File: src/rtl/tick_pipeline.sv
// EMA-crossover signal engine: fast/slow Q16.16 EMAs updated per accepted tick,
// BUY/SELL strobe when the fast EMA crosses the slow EMA, two-stage pipeline.
module tick_pipeline #(
  parameter int unsigned FAST_SHIFT = 3,
  parameter int unsigned SLOW_SHIFT = 5
) (
  input  logic        clk,
  input  logic        rst,
  input  logic        in_valid,
  input  logic [31:0] in_price,
  output logic        out_valid,
  output logic [1:0]  out_signal,
  output logic [31:0] fast_dbg,
  output logic [31:0] slow_dbg
);

  typedef enum logic [1:0] {
    REL_EQUAL = 2'd0,
    REL_ABOVE = 2'd1,
    REL_BELOW = 2'd2
  } rel_t;

  localparam logic [1:0] SIG_HOLD = 2'b00;
  localparam logic [1:0] SIG_BUY  = 2'b01;
  localparam logic [1:0] SIG_SELL = 2'b11;

  logic [31:0] fast_ema;
  logic [31:0] slow_ema;
  logic [31:0] fast_next;
  logic [31:0] slow_next;
  logic        primed;
  logic        s1_valid;
  rel_t        s1_rel;
  rel_t        s1_prev_rel;
  rel_t        rel_next;
  logic [1:0]  signal_next;

  // Difference is taken at 33 bits so it cannot overflow; the arithmetic
  // shift floors toward -inf before truncating back to 32 bits.
  function automatic logic [31:0] ema_step(input logic [31:0] ema,
                                           input logic [31:0] price,
                                           input int unsigned shift);
    logic signed [32:0] d;
    logic signed [32:0] q;
    d = $signed({price[31], price}) - $signed({ema[31], ema});
    q = d >>> shift;
    return ema + q[31:0];
  endfunction

  always_comb begin
    fast_next = in_price;
    slow_next = in_price;
    if (primed) begin
      fast_next = ema_step(fast_ema, in_price, FAST_SHIFT);
      slow_next = ema_step(slow_ema, in_price, SLOW_SHIFT);
    end
    if ($signed(fast_next) > $signed(slow_next)) begin
      rel_next = REL_ABOVE;
    end else if ($signed(fast_next) < $signed(slow_next)) begin
      rel_next = REL_BELOW;
    end else begin
      rel_next = REL_EQUAL;
    end
  end

  // Stage 1: EMA state, relation of this sample and of the previous one.
  always_ff @(posedge clk) begin
    if (!rst) begin
      fast_ema    <= '0;
      slow_ema    <= '0;
      primed      <= 1'b0;
      s1_valid    <= 1'b0;
      s1_rel      <= REL_EQUAL;
      s1_prev_rel <= REL_EQUAL;
    end else begin
      s1_valid <= in_valid;
      if (in_valid) begin
        fast_ema    <= fast_next;
        slow_ema    <= slow_next;
        primed      <= 1'b1;
        s1_prev_rel <= s1_rel;
        s1_rel      <= rel_next;
      end
    end
  end

  always_comb begin
    signal_next = SIG_HOLD;
    if (s1_rel == REL_ABOVE && s1_prev_rel != REL_ABOVE) begin
      signal_next = SIG_BUY;
    end else if (s1_rel == REL_BELOW && s1_prev_rel != REL_BELOW) begin
      signal_next = SIG_SELL;
    end
  end

  // Stage 2: output strobe; debug values hold across bubbles, signal drops to HOLD.
  always_ff @(posedge clk) begin
    if (!rst) begin
      out_valid  <= 1'b0;
      out_signal <= SIG_HOLD;
      fast_dbg   <= '0;
      slow_dbg   <= '0;
    end else begin
      out_valid <= s1_valid;
      if (s1_valid) begin
        out_signal <= signal_next;
        fast_dbg   <= fast_ema;
        slow_dbg   <= slow_ema;
      end else begin
        out_signal <= SIG_HOLD;
      end
    end
  end

endmodule

File: config.mk
export PLATFORM = sky130hd
export DESIGN_NAME = tick_pipeline
export DESIGN_NICKNAME = d
export VERILOG_FILES = /design/src/rtl/tick_pipeline.sv
export SDC_FILE = /design/constraint.sdc
export NUM_CORES = 1
export LEC_CHECK = 0
export BUFFER_PORTS_ARGS = -buffer_cell sky130_fd_sc_hd__buf_2
export CAP_MARGIN = 5
export CORE_MARGIN = 5
export CORE_UTILIZATION = 56
export CTS_CLUSTER_SIZE = 24
export DETAILED_ROUTE_END_ITERATION = 7
export PLACE_DENSITY = 0.81
export SLEW_MARGIN = 20
export SYNTH_ARGS = -nofsm -noshare
export SYNTH_HDL_FRONTEND = slang
export SYNTH_SLANG_ARGS = --single-unit
export TNS_END_PERCENT = 30
File: constraint.sdc
create_clock -name clk -period 6.1 [get_ports clk]
set_input_delay 0.305 -clock clk [delete_from_list [all_inputs] [get_ports clk]]
set_output_delay 0.305 -clock clk [all_outputs]
set_load 0.01 [all_outputs]
==> results.toml, run 1 <==
[finish]
n_fill_cell = 1621
synthToLayoutAreaGrowth_pct = 24.0
nets = 1906
ff_latch_area_um2 = 2750
layout_common_cells = "nor2_1 (168), buf_4 (167), ha_1 (158)"
post-route-util_pct = 70.1
multiInputGateArea_um2 = 8800
final_cells = 1996
final_common_cell = "nor2_1"
drive_above_1_share_pct = 21.1

[timing]
fmaxAchievable_ghz = 0.160
skew_ns = 0.0105
setup_viol = 2
tightest_slew_ns = 0.798
post-route-period-util_pct = 102
slew_viol_final = 0
fin_crit_ns = 6.25
fin_ws_ns = -0.149
rsz0062_at_grt = "yes"
hold_viol = 0
tns_ns = -0.297
hold_ws_ns = 0.254
slew_headroom_pct = 46.8

[clocking]
cts_buffers = 17
root_buffer = "clkbuf_16"
cts_buffer_depth = 2
htree_levels = 4
cts_tree = "yes"
clkTransAtPathRegs_ns = 0.07
clkLatencyLatePin_ns = 0.43
clock-sinks = 137

[synth]
synth_top_area_share_pct = 23.2
syn_nets = 1669
synth_xor_area_share_pct = 7.04
synth_top_family_by_area = "compound AO/OA/AOI/OAI gates"
syn_inst = 1471
synth-adder-area-share_pct = 17.4
synth_top_area_cell = "dfxtp_1"
synth-main-ff-cell = "dfxtp_1"
muxShareOfSynthArea_pct = 7.31
synth_seq_cells = 137
synth-compound-area-share_pct = 23.9
synth-edff-count = 0
synth.yosys.seq_area_share_pct = 23.2
avgSynthCellArea_um2 = 8.03
yosys-top-cells-area = "dfxtp_1 (23%), ha_1 (17%), mux2i_1 (7.1%)"
yosys.area_share.simple_pct = 16.6
synth_cell_types = 68
synth-async-reset-ratio_pct = 0
synthesis.area_um2 = 11800
ys.warnings.count = 0

[global_routing]
grt_pass1_vias = 11500
grt_max_degree = 75
track_usage_pct = 29.6
grt.overflow.total = 0
grt_pass1_wl_um = 58200
grt_antenna_before_repair = 1

[routing]
antenna_left = 0
drc = 2
drt_iter0_drc = 972
wl_um = 36100
dr_total_vias = 11900
viasPerCell = 5.99
wl_per_cell_um = 18.1
drt_pass1_iterations = 8

[hold_path]
hold_path_class = "input port to register"
hp-start = "in_price[31]"

[setup_path]
setup.worst_path.start = "fast_ema[4]"
required_ns = 6.45
max_stage_delay_ns = 0.39
crit_slowest_cell = "or3_4"
r2r-start = "fast_ema[4]"
critPathLaunchType = "register"
crit_fanout = 3
worstSetupEndpointType = "register"
crit_arrival_ns = 6.60
cp_top_family = "compound AO/OA/AOI/OAI gates"
path_class = "register to register"
path_buf_inv = 3

[placed_design]
dp.cells = 1954
gp_congestion = 0.990
io_buffers = 101
dp_hpwl_um = 27300

[run_status]
violations = "DRC, setup timing"
status = "finished with violations"

[floorplanning]
start_util_pct = 56.5
ios = 102
die_h_um = 155
die_x_um = 155
coreArea_um2 = 20900
dieArea_um2 = 24100
rows = 53

[power]
power_density_nw_per_um2 = 326
irDropWorstVdd_mv = 0.216
leakage_nw = 6.98

[run]
drv_cap = 0
kinds of logic after synthesis:
logic type,count (synthesis)
AO/OA/AOI/OAI,443
AND/OR/NAND/NOR,407
adder cells (fa/ha/maj),163
flip-flops,137
XOR/XNOR,95
buffers and inverters,140
multiplexers,86
worst paths after layout:
kind / cells past startpoint / slack (ns) / end
setup / recovery: 29 / -0.15 / s1_rel[0]
hold / removal: 3 / 0.25 / fast_ema[31]
setup reg to reg: 29 / -0.15 / s1_rel[0]
hold reg to reg: 2 / 0.49 / slow_dbg[5]
power breakdown:
part	total (mW)	internal [mW]	switching, mW	leakage, nW
logic	2.62	1.19	1.43	5.55
registers	1.04	0.965	0.0749	1.12
clock network	1.11	0.676	0.434	0.296
metal layers:
layer	share of wire, %	vias to the layer above	global-route usage [%]
met5	0	-	0
met2	42	542	45.0
met4	3.1	0	10.0
met3	9.4	99	5.12
li1	-	5777	-
met1	45	5531	42.5
area by class of cell:
type | count | area share (%)
multi-input cells | 1194 | 60.1
flip-flops and latches | 137 | 18.8
repair buffers | 269 | 12.3
clock buffers | 21 | 3.21
well taps | 275 | 2.35
inverters | 89 | 2.28
clock inverters | 10 | 0.966
diodes | 1 | 0.0171
cells in the mapped netlist (3+ instances only):
cell type	n
mux2i_1	84
and3_1	12
nor2_1	168
a21oi_1	150
nand4_1	17
a31o_2	4
o31ai_1	5
inv_1	88
and4_1	5
nand3_1	14
o211ai_1	7
o21bai_1	3
and2_1	7
a211o_1	7
a41oi_1	5
nor2b_1	57
nand2_1	63
clkbuf_1	44
a211oi_1	27
nor3_1	19
xor2_1	31
nor3b_1	4
xnor2_1	64
ha_1	161
nand3b_1	4
a21boi_0	8
or2_2	3
o21ai_0	82
a21o_1	68
nand2b_1	16
a311oi_1	4
buf_1	7
or3_1	7
o21a_1	19
a31oi_1	23
dfxtp_1	137
o22ai_1	5
metrics by stage:
step / cell area, µm² / setup slack [ns] / total power [mW]
final: 14600 / -0.149 / 4.77
after global routing: 14600 / -0.370 / 5.07
after CTS: 14500 / -0.123 / 4.68
after detailed placement: 13700 / -0.381 / 3.50
after global placement: 13700 / -0.198 / 3.43
after floorplan: 11900 / 0.0162 / 2.70
state kept, by name, summed over array words and instances (netlist names):
name / cells
slow_ema: 32
s1_rel: 2
slow_dbg: 32
s1_valid: 1
primed: 1
out_valid: 1
fast_ema: 32
s1_prev_rel: 2
fast_dbg: 32
out_signal: 2
tightest hold or removal path: cells and delay by family:
kind,cells,cell delay [ns]
buffers and inverters,1,0.14
AOI/OAI and AO/OA,1,0.09
and+or+nand+nor,1,0.10
timing repair:
action / 4_1_cts / 5_1_grt
hold buffers: 0 / 0
resized for setup: 26 / 18
endpoints found under the setup margin: 2 / 2
pin swaps: 23 / 11
hold endpoints to repair: 0 / 0
gates cloned: 0 / 0
buffers inserted: 7 / 2
No activity file was read; power rests on OpenSTA's default activity.
==> run 2: changes to the inputs <==
Settings changed: ABC_AREA set to 1, PLACE_DENSITY 0.81 to 0.8.
==> results.toml, run 2 <==
[setup_path]
crit_fanout = 5
r2r_cells = 41
worstSetupEndpointType = "register"
crit_arrival_ns = 6.05
cpMostUsedCell = "nand2_1"
max_stage_delay_ns = 0.33
crit_slowest_cell = "dfxtp_1"
setup.worst_path.start = "fast_ema[2]"
required_ns = 6.38
r2r-end = "s1_rel[0]"
r2r-start = "fast_ema[2]"
path_class = "register to register"
reg2reg_slack_ns = 0.33
critPathLaunchType = "register"
crit_end = "s1_rel[0]"

[timing]
skew_ns = 0.0176
slew_headroom_pct = 30.6
fin_crit_ns = 5.77
fin_ws_ns = 0.333
hold_viol = 0
hold_ws_ns = 0.325
post-route-period-util_pct = 94.5
fmaxAchievable_ghz = 0.173
setup_viol = 0
tightest_slew_ns = 1.04
slew_viol_final = 0

[routing]
viasPerCell = 5.83
drt_pass1_iterations = 8
wl_um = 43500
drc = 0
wl_per_cell_um = 18.0
antenna_left = 0
drt_iter0_drc = 1472
dr_total_vias = 14100

[synth]
yosys.area_share.simple_pct = 20.2
syn_nets = 2229
synth-adder-area-share_pct = 15.9
synthesis.area_um2 = 12900
synth_common_cells = "nand2_1 (361), inv_1 (341), a21oi_1 (315)"
synth_top_area_share_pct = 21.2
synth_top_area_cell = "dfxtp_1"
synth-async-reset-ratio_pct = 0
synth-main-ff-cell = "dfxtp_1"
synth-compound-area-share_pct = 27.1
synth-edff-count = 0
yosys-top-cells-area = "dfxtp_1 (21%), ha_1 (16%), a21oi_1 (12%)"
synth_seq_cells = 137
muxShareOfSynthArea_pct = 0
ys.warnings.count = 0
synth_top_family_by_area = "compound AO/OA/AOI/OAI gates"
synth.most_common_cell = "nand2_1"
synth_cell_types = 51
synth_xor_area_share_pct = 4.06
avgSynthCellArea_um2 = 6.37
syn_inst = 2031
synth.yosys.seq_area_share_pct = 21.2

[global_routing]
grt_pass1_wl_um = 67300
grt_pass1_vias = 12900
grt_max_degree = 129
grt.overflow.total = 0
track_usage_pct = 31.9
grt_antenna_before_repair = 0

[placed_design]
dp_hpwl_um = 34000
gp_congestion = 0.984
pre_cts_slack_ns = 0.00739
place_area_um2 = 13700
io_buffers = 101

[finish]
synthToLayoutAreaGrowth_pct = 13.1
ff_latch_area_um2 = 2750
n_fill_cell = 2140
final_cell_area_um2 = 14600
multiInputGateArea_um2 = 8980
final_common_cell = "nand2_1"
drive_above_1_share_pct = 11.5
nets = 2311
antenna_cells = 0
layout_common_cells = "nand2_1 (351), inv_1 (338), a21oi_1 (305)"

[floorplanning]
rows = 55
die_x_um = 162
coreArea_um2 = 22700
start_util_pct = 57.0
dieArea_um2 = 26200
die_h_um = 162
ios = 102

[clocking]
cts_tree = "yes"
clock-sinks = 137
cts_buffer_depth = 2
htree_levels = 4
clkLatencyLatePin_ns = 0.44
clkTransAtPathRegs_ns = 0.07
root_buffer = "clkbuf_16"
cts_buffers = 17
cts_hold_buf = 0

[power]
power_density_nw_per_um2 = 320
irDropWorstVdd_mv = 0.165
leakage_nw = 7.53

[hold_path]
hold_path_class = "input port to register"

[run_status]
status = "completed"

[run]
drv_cap = 0
## run 2: cell count changes after synthesis, moves of 44 or more
cell,delta
o21ai_0,+142
nand2_1,+298
mux2i_1,-84
nand3_1,+62
a21o_1,-58
nor2_1,-44
inv_1,+253
a21oi_1,+165
nor2b_1,-57
## run 2: power by group
| group | switching, mW | internal, mW | leakage, nW | total, mW |
|---|---|---|---|---|
| Clock | 0.495 | 0.633 | 0.295 | 1.13 |
| Combinational | 1.65 | 0.872 | 6.10 | 2.52 |
| Sequential | 0.0545 | 0.972 | 1.13 | 1.03 |
## run 2: cells by family (layout without fill, tap and decap cells)
logic type | Yosys count | after routing
AND/OR/NAND/NOR | 628 | 628
flip-flops | 137 | 137
AO/OA/AOI/OAI | 646 | 646
buffers and inverters | 397 | 492
XOR/XNOR | 60 | 60
adder cells (fa/ha/maj) | 163 | 163
## run 2: layout make-up
| type | instances | share of cell area, % |
|---|---|---|
| Multi-Input combinational cell | 1497 | 61.3 |
| Sequential cell | 137 | 18.8 |
| Inverter | 342 | 8.78 |
| Timing Repair Buffer | 118 | 4.44 |
| Clock buffer | 18 | 3.00 |
| Tap cell | 285 | 2.44 |
| Clock inverter | 14 | 1.22 |
## run 2: critical path: cells and delay by family (launching register included)
kind                     cells  cell delay [ns]
AND/OR/NAND/NOR             28             2.92
AO/OA/AOI/OAI                7             1.08
adder cells (fa/ha/maj)      3             0.95
flip-flops                   1             0.33
XOR/XNOR                     1             0.19
buffers and inverters        2             0.14
## run 2: timing repair
item	CTS	global route
endpoints found under the setup margin	0	2
gates resized for setup	0	58
hold endpoints to repair	0	0
buffers inserted	0	5
## run 2: per-stage QoR
stage	power [mW]	cells	utilization [%]	TNS [ns]
after floorplan	2.76	2031	-	0
after global placement	3.35	2373	60.2	0
after detailed placement	3.38	2373	60.2	0
after CTS	4.52	2405	62.9	0
after global routing	4.99	2411	64.4	-0.00349
final	4.68	2411	64.4	0
## run 2: worst min-delay path by stage
stage,from,endpoint,slack (ns),cells past startpoint
after floorplan,s1_rel[0],s1_prev_rel[0],0.46,2
after global placement,slow_ema[1],slow_dbg[1],0.47,2
after detailed placement,slow_ema[1],slow_dbg[1],0.49,2
after CTS,in_price[0],slow_ema[0],0.31,5
after global routing,in_price[3],slow_ema[3],0.37,5
final,in_price[0],slow_ema[0],0.33,5
## run 2: layer usage
| layer | track usage [%] | up-vias | part of all wire [%] |
|---|---|---|---|
| li1 | - | 6938 | - |
| met1 | 45.8 | 6420 | 45 |
| met2 | 50.2 | 629 | 43 |
| met3 | 5.66 | 77 | 9.6 |
| met4 | 6.96 | 0 | 2.0 |
| met5 | 0 | - | 0 |
